## src/rtl/mod_updown_counter.sv

```systemverilog
// Parametrised up/down counter: modulus range, wrap or saturate at the boundaries,
// cycle prescaler, synchronous clear/load and a registered boundary strobe.
module mod_updown_counter #(
    parameter int WIDTH    = 8,
    parameter int MODULUS  = 256,
    parameter int SATURATE = 0,
    parameter int PRESCALE = 1
) (
    input  logic             clk,
    input  logic             rst,
    input  logic             en,
    input  logic             up,
    input  logic             clear,
    input  logic             load,
    input  logic [WIDTH-1:0] load_val,
    output logic [WIDTH-1:0] count,
    output logic             at_max,
    output logic             at_min,
    output logic             ovf
);

    // One-bit prescaler when PRESCALE=1; it then sits at 0 and every enabled cycle steps.
    localparam int               PW       = (PRESCALE > 1) ? $clog2(PRESCALE) : 1;
    localparam logic [WIDTH-1:0] MAX_VAL  = WIDTH'(MODULUS - 1);
    localparam logic [PW-1:0]    PRE_LAST = PW'(PRESCALE - 1);

    logic [PW-1:0]    pre;
    logic [PW-1:0]    pre_nxt;
    logic [WIDTH-1:0] count_nxt;
    logic             ovf_nxt;
    logic             step;

    assign step   = en && (pre == PRE_LAST);
    assign at_max = (count == MAX_VAL);
    assign at_min = (count == '0);

    always_comb begin
        // NOTE: every variable gets a default first, so no path can infer a latch.
        pre_nxt   = pre;
        count_nxt = count;
        ovf_nxt   = 1'b0;
        if (clear) begin
            pre_nxt   = '0;
            count_nxt = '0;
        end else if (load) begin
            pre_nxt   = '0;
            count_nxt = (load_val > MAX_VAL) ? MAX_VAL : load_val;
        end else if (en) begin
            pre_nxt = step ? '0 : pre + PW'(1);
            if (step) begin
                if (up) begin
                    if (at_max) begin
                        ovf_nxt = 1'b1;
                        if (SATURATE == 0) count_nxt = '0;
                    end else begin
                        count_nxt = count + WIDTH'(1);
                    end
                end else begin
                    if (at_min) begin
                        ovf_nxt = 1'b1;
                        if (SATURATE == 0) count_nxt = MAX_VAL;
                    end else begin
                        count_nxt = count - WIDTH'(1);
                    end
                end
            end
        end
    end

    always_ff @(posedge clk or posedge rst) begin
        // NOTE: sequential state uses non-blocking assignments only.
        if (rst) begin
            count <= '0;
            pre   <= '0;
            ovf   <= 1'b0;
        end else begin
            count <= count_nxt;
            pre   <= pre_nxt;
            ovf   <= ovf_nxt;
        end
    end

endmodule
```

## config.mk

```make
export PLATFORM = sky130hd
export DESIGN_NAME = mod_updown_counter
export DESIGN_NICKNAME = d
export VERILOG_FILES = /design/src/rtl/mod_updown_counter.sv
export SDC_FILE = /design/constraint.sdc
export NUM_CORES = 1
export LEC_CHECK = 0
export ABC_AREA = 1
export BUFFER_PORTS_ARGS = -buffer_cell sky130_fd_sc_hd__buf_2
export CAP_MARGIN = 10
export CORE_MARGIN = 2
export CORE_UTILIZATION = 52
export DETAILED_ROUTE_END_ITERATION = 8
export PLACE_DENSITY = 0.78
export SKIP_CTS_REPAIR_TIMING = 1
export SYNTH_ARGS = -nofsm -noshare
export SYNTH_HDL_FRONTEND = slang
export SYNTH_SLANG_ARGS = --single-unit
```

## constraint.sdc

```tcl
create_clock -name clk -period 1.5 [get_ports clk]
set_input_delay 0.225 -clock clk [delete_from_list [all_inputs] [get_ports clk]]
set_output_delay 0.225 -clock clk [all_outputs]
set_load 0.01 [all_outputs]
```

* Yosys cells after proc, flatten, opt, wreduce, memory -nomap -nowiden *
Cells that the tools add are included.

storage, ports and cells
  register bits = 10
  bits in latches = 0
  RAM bits = 0
  ROM bits = 0
  output and inout bits = 11
  word-level logic and storage cells = 33
  memories = 0

operators by class
  $add $sub $neg = 3
  multiply operators = 0
  div/mod/pow operators = 0
  magnitude comparators = 1
  eq/ne operators = 1
  shift operators = 0
  mux-type cells = 19
  bitwise gates (word level) = 1
  reductions and logical operators = 5

operator list
  cell                 count
  $mux 8               8
  $mux 1               11
  $add 8x1->8 const B  1
  $eq 8x8->1 const B   1
  $gt 8x8->1 const B   1
  $logic_not 8->1      1
  $sub 8x1->8 const B  1
  $reduce_bool 3->1    2
  $reduce_and 2->1     1
  $add 1x1->1 const B  1
  $logic_and 1x1->1    1
  $not 1->1            1

* Logic depth before layout (Yosys ltp) *
Gate-level depths: netlist of the first run.

  depth in word-level cells = 7
  depth in mapped cells = 11
  depth with buffers taken out = 11

* Least setup slack after synthesis of the first run *
No wires, ideal clock.

  path kind = register -> register
  from = reg count[1]
  to = reg count[3]
  arrival time = 1.294 ns
  required time = 1.384 ns
  slack = 0.089 ns
  stages on the path, launching flop included = 11
  buffers on the path = 0
  cell sequence = dfrtp_1 ha_1 nand2_2 nor2_1 nand3_1 inv_2 nand2_1 nand3_1 nand2_1 nand2_1 nand2_1

on the way
  word-level cells in the longest chain between the ends = 7

ends and longest elaborated chain
  item                      line  text
  start: declaration        16    output logic [WIDTH-1:0] count,
  start signal: assignment  77    count <= count_nxt;
  $eq 8x8->1                34    assign at_max = (count == MAX_VAL);
  named net at_max          17    output logic at_max,
  $mux 8                    52    if (at_max) begin
  $mux 8                    51    if (up) begin
  $mux 8                    50    if (step) begin
  $mux 8                    48    end else if (en) begin
  $mux 8                    45    end else if (load) begin
  $mux 8                    42    if (clear) begin

The timed path passes the listed nets, and every way through them passes these cells. The select of a mux whose other input is x is not followed.
A chain may end at the register's enable or synchronous reset.

* Final worst setup path of the first run *
  from = reg count[1]
  to = out at_max

on the way
  word-level cells in the longest chain between the ends = 1

ends and longest elaborated chain
  item              line
  $eq 8x8->1        34
  end: declaration  17

Every way passes these cells.

==> results of run 1 <==
cell usage after synthesis:
cell type  instances  share of area
xor2_1             3          0.026
a21oi_1            2         0.0099
nand2_1           64           0.24
dfrtp_1           10           0.25
o21ai_1            4          0.020
inv_2              1         0.0037
nand3_2            3          0.030
ha_1               3          0.037
nor2_1             9          0.033
o2111ai_1          1         0.0086
nand2_2            5          0.031
o21ai_0            4          0.020
buf_4              1         0.0074
nor4_1             1         0.0062
inv_1             20          0.074
nand3_1           20          0.099
nor2_2             4          0.025
buf_6              5          0.056
nor2_4             2          0.022
xnor2_1            1         0.0086
report_power, final:
group          switching, W  internal, W
Sequential        0.0000511     0.000293
Combinational      0.000252     0.000173
Clock             0.0000917    0.0000926
Total              0.000395     0.000558
sequential cells by signal, summed over array words and instances, names as in the netlist:
signal  cells
count       8
ovf         1
pre         1
worst max-delay path: stages, from the launching register on:
cell     delay [ns]
dfrtp_1        0.43
ha_4           0.18
nand2_4        0.07
nor2_4         0.12
nand3_2        0.10
inv_2          0.08
buf_6          0.10
logic make-up (layout without fill, tap and decap cells):
family	count (synthesis)	after routing	share of synthesized area
compound gates	11	11	0.0580
flops	10	10	0.247
xor+xnor	4	4	0.0346
buf+inv	27	57	0.141
fa+ha+maj	3	3	0.0370
simple gates	108	108	0.483
metal layers:
metal	wire, um	GRT usage	vias up
li1	-	-	570
met1	1100	0.301	557
met2	1630	0.479	72
met3	222	0.0556	12
met4	95	0.0649	0
met5	0	0	-
worst max-delay path by stage:
stage,cells after the start,slack (ns),start,to
finish,6,-0.06,count[1],at_max
CTS,5,-0.17,count[0],at_min
floorplan,10,0.09,count[1],count[3]
global placement,10,0.05,count[0],count[7]
global route,6,-0.09,count[1],at_max
detailed placement,10,-0.04,count[0],count[2]
metrics by stage:
stage / hold slack [ns] / util / instance area, um2 / power (W)
floorplan: 0.0652 / - / 1010 / 0.000588
global placement: 0.221 / 0.630 / 1120 / 0.000660
detailed placement: 0.230 / 0.630 / 1120 / 0.000674
CTS: -0.0513 / 0.643 / 1150 / 0.000858
global route: 0.149 / 0.733 / 1310 / 0.00102
finish: 0.142 / 0.733 / 1310 / 0.000953
final cells by class:
type	instances	share of cell area
Multi-Input combinational cell	126	0.544
Clock buffer	3	0.0172
Tap cell	25	0.0239
Timing Repair Buffer	33	0.155
Sequential cell	10	0.197
Inverter	21	0.0623
==> impl_metrics.json, run 1 <==
{
  "dieArea_um2": 2320,
  "drv_cap": 0,
  "n_fill_cell": 139,
  "syn_inst": 163,
  "r2r_slack_ns": 0.02,
  "ys_seq_area_frac": 0.247,
  "wl_per_cell_um": 14.0,
  "htreeDepth": 1,
  "hold_path_end": "pre",
  "tightest_slew_ns": 0.393,
  "worst_slack_ns": -0.0634,
  "place.gp.congestion": 0.896,
  "finClkSkew_ns": 0.00673,
  "dr.pass1.iters": 4,
  "vias_per_cell": 5.56,
  "dpl.hpwl_um": 2030,
  "grt_max_degree": 12,
  "cts_tree": "done",
  "gr-usage-all-layers": 0.260,
  "netlist_area_um2": 1010,
  "syn-num-nets": 180,
  "r2r-start": "count[1]",
  "grt-ovfl-total": 0,
  "crit_fanout": 3,
  "nNetsFinal": 212,
  "start_util": 0.568,
  "port_buffers": 24,
  "worstRegToRegCells": 10,
  "worstPathRequired_ns": 1.27,
  "status": "finished, violations left",
  "num_io_pins": 25,
  "fp.dieW_um": 48.1,
  "syn_avg_cell_area_um2": 6.22,
  "fp.coreArea_um2": 1780,
  "rsz0062_at_grt": "true",
  "place_ws_ns": -0.0378,
  "hold_viol": 0,
  "r2r-end": "count[2]",
  "p_leak_nw": 0.725,
  "dpl.cell_count": 209,
  "violations": "negative setup slack",
  "ir_worst_vdd_v": 0.000605,
  "worstSkewPairLatency_ns": 0.27,
  "cp.arrival_ns": 1.34,
  "finalNonFillerCells": 218,
  "critPathKind": "reg -> out",
  "layout-drive-gt1-share": 0.378,
  "synth.distinct_cells": 20,
  "grt_pass1_vias": 1019,
  "synth_warnings": 0,
  "maxSlewViolCount": 0,
  "p_per_area_nw_per_um2": 730,
  "setup_tns_ns": -0.0759,
  "finalSetupViolCount": 2,
  "row_count": 15,
  "cts.sinks": 10,
  "die_h_um": 48.1,
  "critPathLaunchType": "flip-flop",
  "cts_root_buf": "clkbuf_4",
  "diodes": 0,
  "min-delay-path-class": "in -> reg",
  "min_period_ns": 1.56,
  "fmax_ghz": 0.640,
  "ys_seq_elements": 10,
  "regArea_um2": 258,
  "antenna_found_initial": 0,
  "antenna_left": 0,
  "clockBufferDepth": 2,
  "period_share": 1.04,
  "area_growth_pct": 28.9,
  "drt_iter0_drc": 54,
  "final_common_cell": "nand2_1",
  "layout_common_cells": "61 x nand2_1, 22 x buf_2, 18 x nand3_1",
  "min-delay-start": "clear",
  "drc_errors": 0,
  "slew-limit-headroom": 0.738,
  "multiInputGateArea_um2": 711,
  "grt_pass1_wl_um": 4170,
  "hold_depth": 2,
  "wirelength_um": 3050,
  "path_clk_slew_ns": 0.06,
  "cts_buffers": 3,
  "dr_total_vias": 1211,
  "end_kind": "output port"
}
Power figures use the tool's default switching activity.
==> run 2, diff against run 1 <==
==> constraint.sdc (replaced) <==
create_clock -name clk -period 1.5 [get_ports clk]
set_input_delay 0.3 -clock clk [delete_from_list [all_inputs] [get_ports clk]]
set_output_delay 0.3 -clock clk [all_outputs]
set_load 0.01 [all_outputs]
==> run 2 against run 1 <==
The run ends with negative hold slack, negative setup slack left. Global-route usage is 1.2 points higher. Final cell count is 1.4% higher. Wire length is 2.1% higher. Largest cell class unchanged. Largest power group unchanged.
==> impl_metrics.json, run 2 (synthesized netlist as in run 1, its figures left out) <==
{
  "status": "finished, violations left",
  "violations": "negative hold slack, negative setup slack",
  "worstPathCellList": "ha_4 > nand2_4 > nor2_4 > nand3_2 > inv_2 > buf_6",
  "fp.dieW_um": 48.1,
  "drt_iter0_drc": 56,
  "grt_pass1_wl_um": 4320,
  "dpl.hpwl_um": 1960,
  "layout_common_cells": "62 x nand2_1, 22 x buf_2, 17 x inv_1, 17 x nand3_1, 10 x buf_4",
  "period_share": 1.10,
  "worst_slack_ns": -0.149,
  "diodes": 0,
  "largest_register": "count",
  "row_count": 15,
  "path_clk_slew_ns": 0.08,
  "hold_viol": 10,
  "worst_path_dominant_cell_family": "flip-flops",
  "antenna_found_initial": 0,
  "dpl_cell_area_um2": 1130,
  "area_growth_pct": 30.6,
  "layout-drive-gt1-share": 0.367,
  "clockBufferDepth": 2,
  "finalPower_w": 0.00103,
  "critPathLaunchType": "flip-flop",
  "ir_worst_vdd_v": 0.000606,
  "slew-limit-headroom": 0.724,
  "grt-ovfl-total": 0,
  "antenna_left": 0,
  "p_per_area_nw_per_um2": 782,
  "cp_slowest_cell": "dfrtp_1",
  "cts.sinks": 10,
  "postLayoutCellArea_um2": 1320,
  "whs_ns": -0.0148,
  "start_util": 0.568,
  "grt_max_degree": 12,
  "place.gp.congestion": 0.882,
  "drv_cap": 0,
  "fmax_ghz": 0.607,
  "dr_total_vias": 1212,
  "finClkSkew_ns": 0.000726,
  "cts_root_buf": "clkbuf_4",
  "crit_fanout": 3,
  "die_h_um": 48.1,
  "n_fill_cell": 156,
  "worstPathRequired_ns": 1.20,
  "largestRegisters": "count x8, ovf x1, pre x1",
  "maxSlewViolCount": 0,
  "cts_buffers": 3,
  "cp.arrival_ns": 1.35,
  "fp.coreArea_um2": 1780,
  "htreeDepth": 1,
  "min-delay-path-class": "in -> async",
  "vias_per_cell": 5.48,
  "grt_pass1_vias": 1022,
  "nNetsFinal": 214,
  "wl_per_cell_um": 14.1,
  "place_ws_ns": 0.000934,
  "end_kind": "output port",
  "p_leak_nw": 0.747,
  "largest_reg_flops": 8,
  "dieArea_um2": 2320,
  "rsz0062_at_grt": "true",
  "finalSetupViolCount": 7,
  "tightest_slew_ns": 0.413,
  "num_io_pins": 25,
  "critPathKind": "reg -> out",
  "wirelength_um": 3110,
  "max_stage_delay_ns": 0.44,
  "cts_tree": "done",
  "min_period_ns": 1.65,
  "drc_errors": 0,
  "final_common_cell": "nand2_1",
  "gr-usage-all-layers": 0.271,
  "worstSkewPairLatency_ns": 0.29,
  "port_buffers": 24,
  "dr.pass1.iters": 4,
  "critical_path_buf_inv_count": 2
}
## run 2: report_power, final
part	internal, W	total [W]	switching, W
Combinational	0.000178	0.000426	0.000247
Clock	0.000148	0.000267	0.000119
Sequential	0.000292	0.000342	0.0000501
Total	0.000618	0.00103	0.000417
## run 2: layout make-up
cell class	instances	area [um2]	share of cell area
clock buffer	4	36.3	0.0274
inverter	21	81.3	0.0614
multi-input combinational	126	699	0.528
sequential	10	256	0.194
tap	25	31.3	0.0236
timing repair buffer	35	219	0.165
## run 2: layer usage
metal / vias up / track usage / wire length [um]
li1: 576 / - / -
met1: 537 / 0.348 / 1170
met2: 80 / 0.437 / 1560
met3: 19 / 0.0556 / 248
met4: 0 / 0.124 / 127
met5: - / 0 / 0
## run 2: worst reg2reg max path, cell delays in order, from the launching register on
cell,delay (ns)
dfrtp_1,0.44
inv_2,0.09
ha_4,0.17
nand2_4,0.07
nor2_4,0.04
buf_6,0.11
nor2_4,0.20
nand2_1,0.09
o21ai_1,0.10
nand2_1,0.07
nand2_1,0.06
nand2_1,0.06
## run 2: final timing paths
| path | startpoint | to | slack, ns | cells after the start |
|---|---|---|---|---|
| worst max register to register | count[1] | count[2] | -0.12 | 11 |
| min in group clk | en | pre | 0.19 | 2 |
| worst max-delay path | count[1] | at_max | -0.15 | 6 |
| max in group asynchronous | rst | count[0] | 1.20 | 2 |
| worst min-delay path | rst | count[6] | -0.01 | 2 |
| worst min register to register | pre | pre | 0.53 | 2 |
## run 2: per-stage QoR
stage / hold WS (ns) / setup TNS (ns) / std cells / utilization
2_1_floorplan: 0.140 / 0 / 163 / -
3_3_place_gp: 0.296 / 0 / 210 / 0.634
3_5_place_dp: 0.304 / 0 / 210 / 0.634
4_1_cts: -0.00183 / -0.523 / 214 / 0.655
5_1_grt: 0.0132 / -1.19 / 221 / 0.742
6_report: -0.0148 / -0.591 / 221 / 0.742
